==> config.mk <==
export PLATFORM = sky130hd
export DESIGN_NAME = reg_file_ctx
export DESIGN_NICKNAME = d
export VERILOG_FILES = /design/src/rtl/reg_file_pkg.sv /design/src/rtl/reg_file_ctx_fsm.sv /design/src/rtl/reg_file_ctx.sv
export SDC_FILE = /design/constraint.sdc
export NUM_CORES = 1
export LEC_CHECK = 0
export CAP_MARGIN = 20
export CORE_ASPECT_RATIO = 0.5
export CORE_UTILIZATION = 55
export DETAILED_ROUTE_END_ITERATION = 10
export GPL_TIMING_DRIVEN = 0
export PLACE_DENSITY = 0.71
export SYNTH_ARGS = -nofsm -noshare
export SYNTH_HDL_FRONTEND = slang
export SYNTH_SLANG_ARGS = --single-unit
==> constraint.sdc <==
create_clock -name clk -period 6.3 [get_ports clk]
set_input_delay 1.26 -clock clk [delete_from_list [all_inputs] [get_ports clk]]
set_output_delay 1.26 -clock clk [all_outputs]
set_load 0.05 [all_outputs]
==> src/rtl/reg_file_pkg.sv <==
// Shared types and defaults for the context-switching register file.
package reg_file_pkg;

  typedef enum logic [1:0] {
    IDLE    = 2'd0,
    SAVE    = 2'd1,
    RESTORE = 2'd2
  } ctx_state_t;

  localparam int DATA_W_DEFAULT = 8;
  localparam int DEPTH_DEFAULT  = 8;

endpackage

==> src/rtl/reg_file_ctx_fsm.sv <==
// Save/restore sequencer: walks the copy index over every register once,
// reports busy/done and gates the writeback port while a copy runs.
module reg_file_ctx_fsm
  import reg_file_pkg::*;
#(
  parameter  int DEPTH = DEPTH_DEFAULT,
  localparam int AW    = $clog2(DEPTH)
) (
  input  logic          clk,
  input  logic          rst_n,
  input  logic          save_req_i,
  input  logic          restore_req_i,
  output logic          ctx_busy_o,
  output logic          ctx_done_o,
  output logic          wr_ready_o,
  output logic          save_stb_o,
  output logic          rest_stb_o,
  output logic [AW-1:0] copy_idx_o
);

  localparam logic [AW-1:0] LAST_IDX = AW'(DEPTH - 1);

  ctx_state_t    state_q, state_d;
  logic [AW-1:0] idx_q, idx_d;
  logic          done_q, done_d;

  // State, copy index and the registered completion pulse.
  always_ff @(posedge clk or negedge rst_n) begin
    if (!rst_n) begin
      state_q <= IDLE;
      idx_q   <= '0;
      done_q  <= 1'b0;
    end else begin
      state_q <= state_d;
      idx_q   <= idx_d;
      done_q  <= done_d;
    end
  end

  // Next state: requests only matter in IDLE, SAVE beats RESTORE, and the
  // copy ends after the last index so the done pulse lands in the first IDLE cycle.
  always_comb begin
    state_d = state_q;
    idx_d   = idx_q;
    done_d  = 1'b0;
    case (state_q)
      IDLE: begin
        idx_d = '0;
        if (save_req_i)         state_d = SAVE;
        else if (restore_req_i) state_d = RESTORE;
      end
      SAVE, RESTORE: begin
        if (idx_q == LAST_IDX) begin
          state_d = IDLE;
          idx_d   = '0;
          done_d  = 1'b1;
        end else begin
          idx_d = idx_q + AW'(1);
        end
      end
      default: begin
        state_d = IDLE;
        idx_d   = '0;
      end
    endcase
  end

  assign ctx_busy_o = (state_q != IDLE);
  assign ctx_done_o = done_q;
  assign wr_ready_o = (state_q == IDLE);
  assign save_stb_o = (state_q == SAVE);
  assign rest_stb_o = (state_q == RESTORE);
  assign copy_idx_o = idx_q;

endmodule

==> src/rtl/reg_file_ctx.sv <==
// Parametrised register file with a shadow bank for interrupt context
// switching: two combinational read ports, one write port, a branch tap and
// a one-register-per-cycle save/restore engine.
// Build option: define REG_FILE_BYPASS_EN to forward same-cycle write data
// onto the read ports and the branch tap.
module reg_file_ctx
  import reg_file_pkg::*;
#(
  parameter  int DATA_W = DATA_W_DEFAULT,
  parameter  int DEPTH  = DEPTH_DEFAULT,
  parameter  int BR_IDX = DEPTH - 1,
  localparam int AW     = $clog2(DEPTH)
) (
  input  logic              clk,
  input  logic              rst_n,
  input  logic              wr_en,
  input  logic [AW-1:0]     wr_addr,
  input  logic [DATA_W-1:0] wr_data,
  output logic              wr_ready,
  input  logic [AW-1:0]     rd_addr_a,
  output logic [DATA_W-1:0] rd_data_a,
  input  logic [AW-1:0]     rd_addr_b,
  output logic [DATA_W-1:0] rd_data_b,
  output logic [DATA_W-1:0] branch_out,
  input  logic              save_req,
  input  logic              restore_req,
  output logic              ctx_busy,
  output logic              ctx_done
);

  logic [DEPTH-1:0][DATA_W-1:0] main_q, main_d;
  logic [DEPTH-1:0][DATA_W-1:0] shadow_q, shadow_d;

  logic          save_stb, rest_stb;
  logic [AW-1:0] copy_idx;
  logic          wr_fire;

  reg_file_ctx_fsm #(.DEPTH(DEPTH)) u_fsm (
    .clk           (clk),
    .rst_n         (rst_n),
    .save_req_i    (save_req),
    .restore_req_i (restore_req),
    .ctx_busy_o    (ctx_busy),
    .ctx_done_o    (ctx_done),
    .wr_ready_o    (wr_ready),
    .save_stb_o    (save_stb),
    .rest_stb_o    (rest_stb),
    .copy_idx_o    (copy_idx)
  );

  // Writes are dropped, not queued, while a copy owns the banks.
  assign wr_fire = wr_en && wr_ready;

  // Next bank contents. Restore and writeback never coincide since
  // wr_ready is low outside IDLE; restore is listed first regardless.
  always_comb begin
    main_d   = main_q;
    shadow_d = shadow_q;
    if (save_stb) shadow_d[copy_idx] = main_q[copy_idx];
    if (rest_stb)     main_d[copy_idx] = shadow_q[copy_idx];
    else if (wr_fire) main_d[wr_addr]  = wr_data;
  end

  // Both banks clear on reset, which also aborts any copy in flight.
  always_ff @(posedge clk or negedge rst_n) begin
    if (!rst_n) begin
      main_q   <= '0;
      shadow_q <= '0;
    end else begin
      main_q   <= main_d;
      shadow_q <= shadow_d;
    end
  end

`ifdef REG_FILE_BYPASS_EN
  // Forward the accepted write straight to any port addressing it.
  always_comb begin
    rd_data_a  = main_q[rd_addr_a];
    rd_data_b  = main_q[rd_addr_b];
    branch_out = main_q[BR_IDX];
    if (wr_fire && (wr_addr == rd_addr_a))      rd_data_a  = wr_data;
    if (wr_fire && (wr_addr == rd_addr_b))      rd_data_b  = wr_data;
    if (wr_fire && (wr_addr == AW'(BR_IDX)))    branch_out = wr_data;
  end
`else
  // Plain reads: new data is visible only after the write edge.
  always_comb begin
    rd_data_a  = main_q[rd_addr_a];
    rd_data_b  = main_q[rd_addr_b];
    branch_out = main_q[BR_IDX];
  end
`endif

endmodule

==> out/qor.csv <==
stage,metric,value,unit
critical_path,cp-start-kind,input port,
floorplan,core,12900,um^2
layout,utilization,67.6,%
sta,skew,0.0110,ns
critical_path,cp.arrival,3.52,ns
grt,grt_pass1_wl,37200,um
place,hpwl,17600,um
flow_run,cap_viol_max_count,0,
sta,finalMaxSlewViolations,0,
synthesis,synth_edf_count,0,
sta,worst_slack,1.52,ns
synthesis,synthArstFlopShare,100,%
sta,fin_crit,4.78,ns
grt,first_global_vias,6027,
grt,track_usage,36.4,%
floorplan,fp.dieW,166,um
sta,setup_violations,0,
sta,rsz0062_at_grt,no,
synthesis,synth_nets,685,
route,wire_per_inst,26.9,um
power_and_ir_drop,leakagePower,0.00369,uW
route,antenna_left,0,
critical_path,crit_family,buffers and inverters,
clocking,cts_buffers,17,
route,firstDrtPassIters,9,
critical_path,required,5.04,ns
layout,final_cell_mix,"dfrtp_1, nor2_1, a221o_1",
synthesis,avgSynthCellArea,11.3,um^2
power_and_ir_drop,power.density,520,nW/um^2
run_status,status,"complete, but fails checks",
worst_hold_path,min_path_type,reg2reg,
route,totalWireLength,24200,um
synthesis,yosys_most_used_dff,dfrtp_1,
synthesis,yosysTopAreaCellShare,45.1,%
sta,tns,0,ns
clocking,cts_resized,0,
layout,final_common_cell,dfrtp_1,
place,place_congestion,0.979,
critical_path,crit_type,in2out,
synthesis,ys_seq_elements,134,
clocking,cts_hold_buf,0,
place,dp_slack,1.59,ns
power_and_ir_drop,max-vdd-ir-drop,296,uV
sta,post-route-period-util,75.9,%
synthesis,syn_inst,657,
critical_path,critPathCaptureType,output pin,
synthesis,ys_warn_count,0,
floorplan,die_h,84.2,um
clocking,postCtsSetupRepairBufs,0,
grt,grt_overflow,0,
clocking,insertion_delay,0.42,ns
critical_path,crit_chain,clkbuf_1 > clkbuf_1 > mux4_2 > mux2_2 > clkdlybuf4s50_1,
route,vias,6280,
grt,grt_max_degree,80,
clocking,htree_num_levels,4,
sta,fmax,209,MHz
sta,slew_headroom,21.2,%
layout,synthToLayoutAreaGrowth,17.5,%
critical_path,cpMostUsedCell,clkbuf_1,
layout,multi_input_area,3710,um^2
clocking,cts_root_buffer,clkbuf_16,
synthesis,ys_top_cells_by_area,"dfrtp_1, mux4_2, a221o_1, mux2_2, mux2i_1",
grt,antenna_found_initial,1,
critical_path,path_buf_inv,3,
layout,layout.nets,746,
floorplan,initial_core_util,57.5,%
run_status,violations,DRC,
floorplan,rows,29,
route,drtIter0Drc,962,
synthesis,synth_top_cell_by_area,dfrtp_1,
layout,seq_area,3350,um^2
synthesis,synthDistinctLibCells,54,
synthesis,synth_area,7430,um^2
place,dpl_cell_area,8090,um^2
critical_path,cp_slowest_cell,clkdlybuf4s50_1,
route,avgViaCountPerCell,6.97,
route,drcViolationCount,2,
critical_path,critPathMaxStageDelay,0.70,ns
layout,fillerInstances,963,
layout,stdcell_area,8740,um^2
layout,diodes,0,
floorplan,ios,49,
clocking,cts_tree,done,
clocking,cts_max_path_buffers,2,
floorplan,die-area,14000,um^2
clocking,clock-sinks,134,
synthesis,synth-seq-area-share,45.1,%
power_and_ir_drop,total_power,4540,uW
critical_path,path_max_fanout,10,
place,port_buffers,41,
layout,layout-drive-gt1-share,20.4,%
sta,finalHoldViolations,0,
clocking,clk_pin_slew,0.06,ns
sta,worst_pin_slew,1.18,ns
==> state kept, by name, summed over array words and instances, names as in the netlist <==
| signal | count |
|---|---|
| main_q | 56 |
| shadow_q | 64 |
| u_fsm.state_q | 2 |
| u_fsm.copy_idx_o | 3 |
| branch_out | 8 |
| u_fsm.ctx_done_o | 1 |
==> cell families (layout without fill, tap and decap cells) <==
| family | Yosys count | count (layout) | synth area share [%] |
|---|---|---|---|
| compound gates | 148 | 148 | 15.9 |
| fa+ha+maj | 6 | 6 | 1.01 |
| buf+inv | 76 | 150 | 5.02 |
| flops | 134 | 134 | 45.1 |
| mux | 90 | 90 | 18.1 |
| simple gates | 203 | 203 | 14.9 |
==> per-layer routing <==
metal	up-vias	share of wire, %	track usage (%)
li1	2612	-	-
met1	3127	42	52.8
met2	462	40	49.1
met3	77	15	14.2
met4	2	3.0	12.5
met5	-	0.062	2.68
==> final cells by class <==
cell class	instances	share of cell area [%]
Multi-Input combinational cell	447	42.4
Sequential cell	134	38.4
Timing Repair Buffer	42	5.03
Clock buffer	18	4.91
Buffer	61	3.62
Clock inverter	14	2.54
Tap cell	170	2.43
Inverter	15	0.645
==> report_power, final <==
part,internal (uW),switching (uW),leakage [uW]
sequential,1170,369,0.00176
combinational,767,1130,0.00161
clock,708,404,0.000320
total,2640,1900,0.00369
==> Yosys cell counts (2+ instances only) <==
master	n
nand2b_4	2
mux4_2	32
o31a_1	2
dfrtp_1	134
a311oi_1	2
inv_1	15
o21ai_0	36
a22oi_1	13
buf_6	3
nand2b_1	3
nor2b_1	13
nor2_1	61
buf_1	12
a211oi_4	2
buf_4	11
nand4_1	13
a2111oi_4	2
nor3_1	2
a32oi_1	2
buf_2	18
and2_1	4
clkbuf_1	16
a221o_1	52
ha_1	6
and3_1	2
a21oi_1	23
nand3_1	20
nor3_2	3
a221oi_1	2
mux2i_1	25
and4_1	20
mux2_2	33
o211ai_1	4
nand2_1	49
==> tightest hold or removal path: stages, from the launching register on <==
cell     delay, ns
dfrtp_1       0.34
nand2_1       0.04
o21ai_0       0.06
==> stage by stage <==
step,hold slack (ns),instances
final,0.477,901
after global routing,0.495,901
after CTS,0.479,901
after detailed placement,0.464,869
after global placement,0.454,868
after floorplan,0.442,657
==> path summary, 6_finish.rpt <==
path | from | to | slack, ns | cells past startpoint
setup / recovery | rd_addr_b[1] | rd_data_b[3] | 1.52 | 5
hold / removal | shadow_q[55] | shadow_q[55] | 0.48 | 2
hold reg to reg | shadow_q[55] | shadow_q[55] | 0.48 | 2
min in group asynchronous | rst_n | u_fsm.state_q[0] | 0.79 | 1
setup reg to reg | u_fsm.copy_idx_o[2] | shadow_q[49] | 3.67 | 6
max in group asynchronous | rst_n | shadow_q[62] | 4.71 | 2
Note: power is estimated with default switching activity, not from simulation.
